`src/rtl/mem_ctrl.sv`:
```
`default_nettype none
// ============================================================================
// Module   : mem_ctrl
// Purpose  : Arbiter and byte-serial sequencer for a shared byte-wide RAM
//            port. Serves instruction fetch (IF) and load/store (MEM)
//            requests one at a time. Reads are assembled into little-endian
//            words and completion is signalled by a one-cycle done pulse.
// Revision : 1.0 - initial release
// ============================================================================
module mem_ctrl #(
    parameter int ADDR_W = 17              // must be below 32
) (
    input  logic              clk,
    input  logic              rst,
    input  logic              if_req,
    input  logic [31:0]       if_addr,
    input  logic              if_abort,
    output logic [31:0]       if_data,
    output logic              if_done,
    input  logic              mem_req,
    input  logic              mem_we,
    input  logic [1:0]        mem_len,
    input  logic [31:0]       mem_addr,
    input  logic [31:0]       mem_wdata,
    output logic [31:0]       mem_data,
    output logic              mem_done,
    input  logic [7:0]        ram_din,
    output logic [ADDR_W-1:0] ram_addr,
    output logic [7:0]        ram_dout,
    output logic              ram_wr,
    output logic              busy
);

    localparam logic [1:0] S_IDLE  = 2'd0;
    localparam logic [1:0] S_FETCH = 2'd1;
    localparam logic [1:0] S_LOAD  = 2'd2;
    localparam logic [1:0] S_STORE = 2'd3;

    localparam logic [ADDR_W-1:0] C_ADDR_ONE = {{(ADDR_W-1){1'b0}}, 1'b1};

    logic [1:0]        r_state;
    logic [1:0]        w_state_nxt;
    logic [2:0]        r_cnt;       // active cycle index: cycle k after grant has r_cnt = k-1
    logic [2:0]        r_nbytes;    // transfer length in bytes (1, 2 or 4)
    logic [31:0]       r_rbuf;      // read bytes captured so far
    logic [31:0]       r_wbuf;      // store data latched at grant

    logic [2:0]        w_cnt_inc;
    logic [2:0]        w_mem_n;
    logic              w_grant_ok;
    logic [31:0]       w_rd_merged;
    logic [7:0]        w_wr_byte;

    logic [ADDR_W-1:0] w_ram_addr;
    logic              w_ram_wr;
    logic [7:0]        w_ram_dout;
    logic              w_if_done;
    logic [31:0]       w_if_data;
    logic              w_mem_done;
    logic [31:0]       w_mem_data;
    logic              w_busy;
    logic [2:0]        w_cnt;
    logic [2:0]        w_nbytes;
    logic [31:0]       w_rbuf;
    logic [31:0]       w_wbuf;

    // Address bits above the RAM width are deliberately dropped.
    logic w_unused_addr_bits;
    assign w_unused_addr_bits = &{1'b0, if_addr[31:ADDR_W], mem_addr[31:ADDR_W]};

    assign w_cnt_inc = r_cnt + 3'd1;
    // New grants wait until the done pulse of the previous transfer is over.
    assign w_grant_ok = (r_state == S_IDLE) && !if_done && !mem_done;
    assign w_busy    = (w_state_nxt != S_IDLE);

    // Decode the requested load/store length; 11 behaves as a word.
    always_comb begin
        case (mem_len)
            2'b00:   w_mem_n = 3'd1;
            2'b01:   w_mem_n = 3'd2;
            default: w_mem_n = 3'd4;
        endcase
    end

    // Read buffer with the byte arriving this cycle (byte r_cnt-1) merged in.
    always_comb begin
        w_rd_merged = r_rbuf;
        case (r_cnt)
            3'd1:    w_rd_merged[7:0]   = ram_din;
            3'd2:    w_rd_merged[15:8]  = ram_din;
            3'd3:    w_rd_merged[23:16] = ram_din;
            3'd4:    w_rd_merged[31:24] = ram_din;
            default: w_rd_merged = r_rbuf;
        endcase
    end

    // Store byte to present in the next active cycle.
    always_comb begin
        case (w_cnt_inc)
            3'd1:    w_wr_byte = r_wbuf[15:8];
            3'd2:    w_wr_byte = r_wbuf[23:16];
            3'd3:    w_wr_byte = r_wbuf[31:24];
            default: w_wr_byte = r_wbuf[7:0];
        endcase
    end

    // State register.
    always_ff @(posedge clk or posedge rst) begin
        if (rst) begin
            r_state <= S_IDLE;
        end else begin
            r_state <= w_state_nxt;
        end
    end

    // Next-state logic: MEM wins arbitration; IF abort kills only fetches.
    always_comb begin
        w_state_nxt = r_state;
        case (r_state)
            S_IDLE: begin
                if (w_grant_ok) begin
                    if (mem_req) begin
                        w_state_nxt = mem_we ? S_STORE : S_LOAD;
                    end else if (if_req && !if_abort) begin
                        w_state_nxt = S_FETCH;
                    end
                end
            end
            S_FETCH: if (if_abort || (r_cnt == r_nbytes)) w_state_nxt = S_IDLE;
            S_LOAD:  if (r_cnt == r_nbytes)               w_state_nxt = S_IDLE;
            S_STORE: if (w_cnt_inc == r_nbytes)           w_state_nxt = S_IDLE;
            default: w_state_nxt = S_IDLE;
        endcase
    end

    // Output logic: next values of every registered output and datapath register.
    always_comb begin
        w_ram_addr = ram_addr;
        w_ram_wr   = 1'b0;
        w_ram_dout = ram_dout;
        w_if_done  = 1'b0;
        w_if_data  = 32'h0;
        w_mem_done = 1'b0;
        w_mem_data = 32'h0;
        w_cnt      = r_cnt;
        w_nbytes   = r_nbytes;
        w_rbuf     = r_rbuf;
        w_wbuf     = r_wbuf;
        case (r_state)
            S_IDLE: begin
                if (w_state_nxt != S_IDLE) begin
                    w_cnt  = 3'd0;
                    w_rbuf = 32'h0;
                    if (mem_req) begin
                        w_ram_addr = mem_addr[ADDR_W-1:0];
                        w_nbytes   = w_mem_n;
                        w_wbuf     = mem_wdata;
                        if (mem_we) begin
                            w_ram_wr   = 1'b1;
                            w_ram_dout = mem_wdata[7:0];
                        end
                    end else begin
                        w_ram_addr = if_addr[ADDR_W-1:0];
                        w_nbytes   = 3'd4;
                    end
                end
            end
            S_FETCH, S_LOAD: begin
                // An aborted fetch freezes the address and discards the buffer.
                if (!((r_state == S_FETCH) && if_abort)) begin
                    w_cnt = w_cnt_inc;
                    if (w_cnt_inc < r_nbytes) begin
                        w_ram_addr = ram_addr + C_ADDR_ONE;
                    end
                    if (r_cnt != 3'd0) begin
                        w_rbuf = w_rd_merged;
                    end
                    if (r_cnt == r_nbytes) begin
                        if (r_state == S_FETCH) begin
                            w_if_done = 1'b1;
                            w_if_data = w_rd_merged;
                        end else begin
                            w_mem_done = 1'b1;
                            w_mem_data = w_rd_merged;
                        end
                    end
                end
            end
            S_STORE: begin
                w_cnt = w_cnt_inc;
                if (w_cnt_inc < r_nbytes) begin
                    w_ram_wr   = 1'b1;
                    w_ram_addr = ram_addr + C_ADDR_ONE;
                    w_ram_dout = w_wr_byte;
                end else begin
                    w_mem_done = 1'b1;
                end
            end
            default: ;
        endcase
    end

    // Output and datapath registers.
    always_ff @(posedge clk or posedge rst) begin
        if (rst) begin
            ram_addr <= '0;
            ram_wr   <= 1'b0;
            ram_dout <= 8'h0;
            if_done  <= 1'b0;
            if_data  <= 32'h0;
            mem_done <= 1'b0;
            mem_data <= 32'h0;
            busy     <= 1'b0;
            r_cnt    <= 3'd0;
            r_nbytes <= 3'd0;
            r_rbuf   <= 32'h0;
            r_wbuf   <= 32'h0;
        end else begin
            ram_addr <= w_ram_addr;
            ram_wr   <= w_ram_wr;
            ram_dout <= w_ram_dout;
            if_done  <= w_if_done;
            if_data  <= w_if_data;
            mem_done <= w_mem_done;
            mem_data <= w_mem_data;
            busy     <= w_busy;
            r_cnt    <= w_cnt;
            r_nbytes <= w_nbytes;
            r_rbuf   <= w_rbuf;
            r_wbuf   <= w_wbuf;
        end
    end

endmodule
`default_nettype wire

```
`config.mk`:
```
export PLATFORM = sky130hd
export DESIGN_NAME = mem_ctrl
export DESIGN_NICKNAME = d
export VERILOG_FILES = /design/src/rtl/mem_ctrl.sv
export SDC_FILE = /design/constraint.sdc
export NUM_CORES = 1
export LEC_CHECK = 0
export ABC_CLOCK_PERIOD_IN_PS = 8300
export CAP_MARGIN = 30
export CORE_UTILIZATION = 50
export DETAILED_ROUTE_END_ITERATION = 16
export PLACE_DENSITY = 0.9
export SYNTH_ARGS = -nofsm -noshare
export SYNTH_HDL_FRONTEND = slang
export SYNTH_SLANG_ARGS = --single-unit
```
`constraint.sdc`:
```
create_clock -name clk -period 8.3 [get_ports clk]
set_input_delay 1.245 -clock clk [delete_from_list [all_inputs] [get_ports clk]]
set_output_delay 1.245 -clock clk [all_outputs]
set_load 0.02 [all_outputs]
```
# Yosys cells after proc, flatten, opt, wreduce, memory -nomap -nowiden
# Index checks and enable logic that the tools add are counted.
[totals]
reg_bits = 165
latch_bits = 0
mem_bits_rw = 0
mem_bits_ro = 0
inputBits = 112
output_inout_bits = 93
word_cells = 109
n_memories = 0
[classes]
n_addsub = 2
mul = 0
div = 0
n_lt_le_gt_ge = 1
n_eq_ne = 19
n_shift = 0
muxes = 54
bitwise_logic = 0
reduce_logical = 20
[op_table]
columns = ["op", "n"]
rows = [
  ["2-to-1 mux 32 bit", 11],
  ["2-to-1 mux 17 bit", 4],
  ["2-to-1 mux 8 bit", 8],
  ["one-hot mux 32 bit (2 select lines)", 1],
  ["one-hot mux 17 bit (3 select lines)", 1],
  ["one-hot mux 8 bit (3 select lines)", 1],
  ["adder 17 x 1 -> 17 bit (second input constant)", 1],
  ["one-hot mux 8 bit (2 select lines)", 1],
  ["2-to-1 mux 1 bit", 13],
  ["equality test 3 x 2 -> 1 bit (second input constant)", 4],
  ["2-to-1 mux 2 bit", 6],
  ["!= test 2 bit (second input constant)", 6],
  ["2-to-1 mux 3 bit", 3],
  ["one-hot mux 3 bit (3 select lines)", 1],
  ["one-hot mux 2 bit (4 select lines)", 1],
  ["equality test 3 x 1 -> 1 bit (second input constant)", 2],
  ["equality test 3 bit", 2],
  ["one-hot mux 3 bit (2 select lines)", 1],
  ["nonzero test 2 bit", 3],
  ["AND reduction 5 bit", 1],
  ["equality test 2 x 1 -> 1 bit (second input constant)", 2],
  ["equality test 2 bit (second input constant)", 2],
  ["logical AND 1 bit", 4],
  ["zero test 2 bit", 2],
  ["other kinds (11)", 15],
]

# Depth between registers and ports, before layout
# Gate-level depths: netlist (run 1).
[depth]
depth_word = 9
depth_mapped = 12
depth_no_buf = 10

# Worst setup path after synthesis (run 1)
# OpenSTA, ideal clock, no wires.
[synth_path]
path_type = "input to register"
from = "input port mem_req"
to = "register r_wbuf[0]"
setup_ns = 0.125
t_arrival_ns = 2.893
t_required_ns = 8.175
slack_ns = 5.282
path_stages = 8
path_buffers = 2
path_cell_list = "buf_2 nand2_1 o41ai_2 a21oi_1 or3_4 nand2_1 buf_4 mux2_2"
[synth_via]
elab_chain_cells = 5
[synth_lines]
columns = ["item", "line_no", "rtl"]
rows = [
  ["from (decl)", "20", "input logic mem_req,"],
  ["2-to-1 mux 2 bit", "122", "if (mem_req) begin"],
  ["2-to-1 mux 2 bit", "121", "if (w_grant_ok) begin"],
  ["one-hot mux 2 bit (4 select lines)", "119", "case (r_state)"],
  ["nonzero test 2 bit", "--", ""],
  ["named net w_busy", "61", "logic w_busy;"],
  ["AND reduction 3 bit (no line)", "--", ""],
  ["to (signal assigned)", "230", "r_wbuf <= w_wbuf;"],
  ["to (decl)", "46", "logic [31:0] r_wbuf;"],
]
# The timed path passes the listed nets, and every way through them passes these cells.
# A chain may end at the register's enable or synchronous reset.

# Worst setup path after layout (run 1)
[layout_path]
from = "input port mem_req"
to = "register r_rbuf[22]"
[layout_via]
elab_chain_cells = 6
[layout_lines]
columns = ["item", "line_no", "rtl"]
rows = [
  ["2-to-1 mux 2 bit", "122", ""],
  ["2-to-1 mux 2 bit", "121", ""],
  ["one-hot mux 2 bit (4 select lines)", "119", ""],
  ["nonzero test 2 bit", "151", "if (w_state_nxt != S_IDLE) begin"],
  ["!= test 2 bit (no line)", "--", ""],
  ["AND reduction 4 bit (no line)", "--", ""],
  ["to (signal assigned)", "229", "r_rbuf <= w_rbuf;"],
  ["to (decl)", "45", "logic [31:0] r_rbuf;"],
]
# No other way between the ends.

==> results_dict.tcl, run 1 <==
set metrics [dict create \
    status "finished, final reports clean" \
    synth.net_count 959 \
    ys.flop_type "dfrtp_1" \
    coreArea_um2 16100 \
    first_global_vias 6716 \
    async_reset_ff_share_pct 100 \
    ant_nets 0 \
    worstHoldPathType "register to register" \
    yosysWarnings 0 \
    reg2reg_depth 12 \
    fin_crit_sh_pct 47.8 \
    cts.hold.buffers_added 0 \
    die_area_um2 17300 \
    min_from "r_rbuf[24]$_DFFE_PP0P_" \
    io_pins 205 \
    worstPathRequired_ns 8.58 \
    drt_iter0_markers 685 \
    fin_tns_setup_ns 0 \
    timing.rr.start "r_cnt[0]$_DFFE_PP0P_" \
    met2_length_mm 9.75 \
    drc 0 \
    drive_gt1_share_pct 14.1 \
    grt_pass1_wl_mm 34.0 \
    cap_violations 0 \
    grt_overflow 0 \
    fin_crit_ns 3.97 \
    synth-seq-area-share_pct 49.2 \
    synth_edf_count 0 \
    criticalPathCategory "input pin to register" \
    mostFrequentLayoutCell "clkdlybuf4s50_1" \
    maxSlewHeadroom_pct 31.0 \
    clock_skew_ns 0.00857 \
    leakagePower_nw 4.79 \
    netlist_area_um2 8390 \
    hold_depth 1 \
    wl_met3_mm 1.30 \
    cts.sinks 165 \
    cts_tree "built" \
    start_kind "input pin" \
    worst_pin_slew_ns 1.03 \
    synth_cell_types 59 \
    rsz0062_at_grt "no" \
    r2r_end "r_rbuf[12]$_DFFE_PP0P_" \
    max_freq_ghz 0.252 \
    antenna_found_initial 0 \
    synth_seq_cells 165 \
    cp-end-kind "register" \
    avgRoutedWirePerCell_um 17.2 \
    layout_common_cells "clkdlybuf4s50_1 (174), dfrtp_1 (165), nand2_1 (129), nor2_1 (81), mux2_2 (63)" \
    dr.max_layer_used "met4" \
    cts_setup_buffers 0 \
    place_congestion 0.818 \
    finalMaxSlewViolations 0 \
    fin_nets 1096 \
    path_clk_slew_ns 0.07 \
    grt_max_degree 97 \
    hold_viol_final 0 \
    antennaDiodeCount 0 \
    syn_inst 832 \
    numPortBuffers 174 \
    avgSynthCellArea_um2 10.1 \
    clk_latency_ns 0.42 \
    ff2ff_setup_slack_ns 4.65 \
    drt_wl_total_mm 20.6 \
    min_to "r_rbuf[24]$_DFFE_PP0P_" \
    dp_hpwl_mm 13.6 \
    peakVddDrop_mv 0.250 \
    die_h_um 132 \
    cts_buffer_depth 2 \
    area_delta_synth_final_pct 28.8 \
    htree_num_levels 4 \
    track_usage_pct 24.5 \
    crit_arrival_ns 4.26 \
    finalSetupViolations 0 \
    root_buffer "clkbuf_16" \
    die_w_um 132 \
    via_per_inst 5.75 \
    dr.pass1.iters 8 \
    cts_made_buffers 17 \
    met1Wirelength_mm 9.11 \
    cp_max_fo 33 \
    vias 6884 \
    p_per_area_nw_per_um2 365 \
    fin_cells 1198 \
    ctsResizeCount 0 \
    initial_utilization_pct 52.0 \
    core.rowCount 46 \
    dp.cells 1165 \
]
## Yosys cell counts, types with 6 or more instances
cell      count  area share, %
mux2_2       63            8.5
o211ai_2     18            2.7
a21o_1       12            1.1
a211o_1       6           0.63
a21oi_1       9           0.54
buf_2         6           0.36
o21ai_0      40            2.4
o31ai_1       6           0.54
ha_1         15            2.2
o211ai_1      7           0.63
a222oi_1      8           0.95
a211oi_1      6           0.54
inv_1        13           0.58
nand2_1     129            5.8
nor3_1       11           0.66
o41ai_1       8           0.84
clkbuf_1     52            2.3
nand3_1      53            3.2
dfrtp_1     165             49
nor2_1       81            3.6
nand2b_1      6           0.45
a31oi_1       7           0.52
mux2i_1      35            4.2
## through the flow
step                setup WS, ns  util [%]  total power, mW  area, um2  hold WS (ns)
floorplan                   2.59         -             2.64       8390         0.464
global placement            3.99      63.2             3.09      10200         0.476
detailed placement          3.94      63.3             3.15      10200         0.488
CTS                         4.36      66.9             3.93      10800         0.503
global route                4.13      67.0             4.18      10800         0.518
finish                      4.33      67.0             3.94      10800         0.501
## area by class of cell
cell class | instances | area [um2]
well taps | 216 | 270
clock inverters | 12 | 120
flip-flops and latches | 165 | 4130
inverters | 13 | 53.8
clock buffers | 20 | 457
repair buffers | 187 | 1850
fillers | 1220 | 5310
multi-input cells | 585 | 3920
## worst max path at each step
stage | startpoint | endpoint | slack, ns | cells after the start
2_1_floorplan | rst | busy$_DFF_PP0_ | 2.59 | 1
3_3_place_gp | mem_req | r_rbuf[21]$_DFFE_PP0P_ | 3.99 | 10
3_5_place_dp | mem_req | r_rbuf[10]$_DFFE_PP0P_ | 3.94 | 10
4_1_cts | mem_req | r_rbuf[22]$_DFFE_PP0P_ | 4.36 | 10
5_1_grt | mem_req | r_rbuf[22]$_DFFE_PP0P_ | 4.13 | 10
6_report | mem_req | r_rbuf[22]$_DFFE_PP0P_ | 4.33 | 10
## critical path, stage by stage
cell and delay (ns):
clkdlybuf4s50_1 0.46, buf_4 0.32, nand2_1 0.11, o41ai_2 0.35, a21oi_1 0.19, o41ai_4 0.32, buf_4 0.37, or2_1 0.27
buf_4 0.40, o211ai_1 0.17
## where the power goes
part	internal, mW	switching, mW	total (mW)
registers	1.04	0.177	1.22
logic	0.807	1.15	1.96
clock network	0.434	0.333	0.767
total	2.28	1.66	3.94
## layer usage
| metal | up-vias | global-route usage [%] |
|---|---|---|
| met5 | - | 0 |
| met4 | 0 | 8.40 |
| met3 | 40 | 6.44 |
| met2 | 259 | 38.7 |
| met1 | 3371 | 32.5 |
| li1 | 3214 | - |
## state kept, by name, indices dropped and copies added, names as in the netlist
| signal | cells |
|---|---|
| ram_dout | 8 |
| if_data | 32 |
| r_nbytes | 3 |
| r_state | 2 |
| mem_data | 32 |
| if_done | 1 |
| ram_wr | 1 |
| ram_addr | 17 |
| r_wbuf | 32 |
| mem_done | 1 |
| r_rbuf | 32 |
| r_cnt | 3 |
| busy | 1 |
## cell families after synthesis
kind of cell             after synthesis  share of synthesized area, %
multiplexers                          99                          12.8
AO/OA/AOI/OAI                        147                          13.9
AND/OR/NAND/NOR                      322                          17.4
flip-flops                           165                          49.2
adder cells (fa/ha/maj)               15                          2.24
buffers and inverters                 82                          4.30
XOR/XNOR                               2                         0.209
Power figures use the tool's default switching activity.
==> run 2, diff against run 1 <==
--- a/config.mk
+++ b/config.mk
@@ -5,7 +5,7 @@
 export SDC_FILE = /design/constraint.sdc
 export NUM_CORES = 1
 export LEC_CHECK = 0
-export ABC_CLOCK_PERIOD_IN_PS = 8300
+export ABC_CLOCK_PERIOD_IN_PS = 3800
 export CAP_MARGIN = 30
 export CORE_UTILIZATION = 50
 export DETAILED_ROUTE_END_ITERATION = 16
==> constraint.sdc (replaced) <==
create_clock -name clk -period 3.8 [get_ports clk]
set_input_delay 0.57 -clock clk [delete_from_list [all_inputs] [get_ports clk]]
set_output_delay 0.57 -clock clk [all_outputs]
set_load 0.02 [all_outputs]
==> run 2 against run 1 <==
Against the previous run: first-iteration DRC count decreased by 27%; sequential power rose by 120%; worst hold slack got worse by 0.00061 ns; non-clock buffer count grew 10; cell count grew 0.75%; clock-buffer cell count shrank 1; cell area grew 1.1%; critical path depth unchanged; clock skew about the same; largest cell class unchanged; largest power group unchanged.
==> results_dict.tcl, run 2 (synthesized netlist as in run 1, its figures left out) <==
set metrics [dict create \
    drt_iter0_markers 500 \
    worst_pin_slew_ns 0.848 \
    cts_setup_buffers 0 \
    drc 0 \
    grt_overflow 0 \
    criticalPathCategory "register to register" \
    intPower_mw 5.19 \
    cts_tree "built" \
    crit_arrival_ns 3.78 \
    status "finished, final reports clean" \
    ant_nets 0 \
    antennaDiodeCount 0 \
    cts_made_buffers 17 \
    vias 7012 \
    pwr-share-comb_pct 49.3 \
    cts_buffer_depth 2 \
    leakagePower_nw 4.87 \
    final.fill_count 1189 \
    avgRoutedWirePerCell_um 17.8 \
    swShare_pct 41.2 \
    worstHoldPathType "register to register" \
    layout_common_cells "clkdlybuf4s50_1 (174), dfrtp_1 (165), nand2_1 (129), nor2_1 (81), mux2_2 (63)" \
    timing.rr.start "r_cnt[0]$_DFFE_PP0P_" \
    grt_pass1_wl_mm 34.9 \
    rsz0062_at_grt "no" \
    drt_wl_total_mm 21.5 \
    worstPathRequired_ns 4.11 \
    fin_tns_setup_ns 0 \
    antenna_found_initial 0 \
    ctsResizeCount 0 \
    fin_crit_sh_pct 91.4 \
    grt_max_degree 88 \
    path_clk_slew_ns 0.06 \
    fin_nets 1106 \
    first_global_vias 6740 \
    numPortBuffers 174 \
    worstSetupStartpoint "r_cnt[0]$_DFFE_PP0P_" \
    hold-worst-slack_ns 0.501 \
    pwr-share-clk_pct 20.6 \
    root_buffer "clkbuf_16" \
    power_frac_seq_pct 30.1 \
    coreArea_um2 16100 \
    clk_latency_ns 0.43 \
    reg2reg_depth 10 \
    cts.hold.buffers_added 0 \
    drive_gt1_share_pct 14.8 \
    place_congestion 0.840 \
    maxSlewHeadroom_pct 43.3 \
    io_pins 205 \
    mostFrequentLayoutCell "clkdlybuf4s50_1" \
    cp-end-kind "register" \
    initial_utilization_pct 52.0 \
    cts.sinks 165 \
    core.rowCount 46 \
    clock_skew_ns 0.00887 \
    max_freq_ghz 0.288 \
    cp_max_fo 16 \
    htree_num_levels 4 \
    hold_viol_final 0 \
    finalMaxSlewViolations 0 \
    finalSetupViolations 0 \
    p_per_area_nw_per_um2 809 \
    cap_violations 0 \
    fin_crit_ns 3.47 \
    die_w_um 132 \
    peakVddDrop_mv 0.597 \
    die_h_um 132 \
    area_delta_synth_final_pct 30.2 \
    p_sw_mw 3.64 \
    start_kind "register" \
    p_total_mw 8.84 \
    dr.pass1.iters 6 \
    hold_depth 1 \
    via_per_inst 5.81 \
    die_area_um2 17300 \
    dp_hpwl_mm 14.3 \
    min_from "r_rbuf[28]$_DFFE_PP0P_" \
    track_usage_pct 25.6 \
]
==> run 2: power by group through the flow <==
stage	logic [mW]	registers [mW]	clock network [mW]
2_1_floorplan	2.98	2.78	0
3_3_place_gp	4.16	2.64	0
3_5_place_dp	4.29	2.68	0
4_1_cts	4.33	2.65	1.84
5_1_grt	4.71	2.73	1.91
6_report	4.36	2.66	1.82
==> run 2: metrics by stage <==
step | worst slack, ns | area, um2 | instances | util (%)
5_1_grt | 0.220 | 10900 | 1207 | 67.8
2_1_floorplan | 1.03 | 8390 | 832 | -
4_1_cts | 0.389 | 10900 | 1206 | 67.7
3_5_place_dp | 0.429 | 10300 | 1175 | 63.9
3_3_place_gp | 0.539 | 10300 | 1175 | 63.9
6_report | 0.328 | 10900 | 1207 | 67.8
==> run 2: final timing paths <==
kind | end | slack [ns]
max in group asynchronous | r_wbuf[12]$_DFFE_PP0P_ | 2.17
hold / removal | r_rbuf[28]$_DFFE_PP0P_ | 0.50
setup / recovery | ram_addr[16]$_DFFE_PP0P_ | 0.33
hold reg to reg | r_rbuf[28]$_DFFE_PP0P_ | 0.50
setup reg to reg | ram_addr[16]$_DFFE_PP0P_ | 0.33
min in group asynchronous | r_rbuf[2]$_DFFE_PP0P_ | 0.66
==> run 2: area by class of cell <==
class                      count  area (um2)  share of cell area [%]
inverter                      13        52.6                   0.481
sequential                   165        4130                    37.8
clock inverter                12         178                    1.63
multi-input combinational    585        3920                    35.9
clock buffer                  19         443                    4.06
tap                          216         270                    2.47
timing repair buffer         197        1930                    17.6
==> run 2: routing by layer <==
layer  vias up  GRT usage, %  wire length, um
li1       3234             -                -
met1      3446          33.8             9160
met2       280          40.5            10400
met3        52          6.37             1440
met4         0          9.50              505
met5         -             0                0
==> run 2: worst max-delay path, cell delays in order, from the launching register on <==
cell and delay [ns]:
dfrtp_1 0.46, ha_1 0.25, ha_1 0.33, inv_1 0.31, ha_1 0.34, nand3_1 0.09
nand2_1 0.12, a221oi_4 0.41, nor4_4 0.06, or2_1 0.48, a2111o_1 0.49
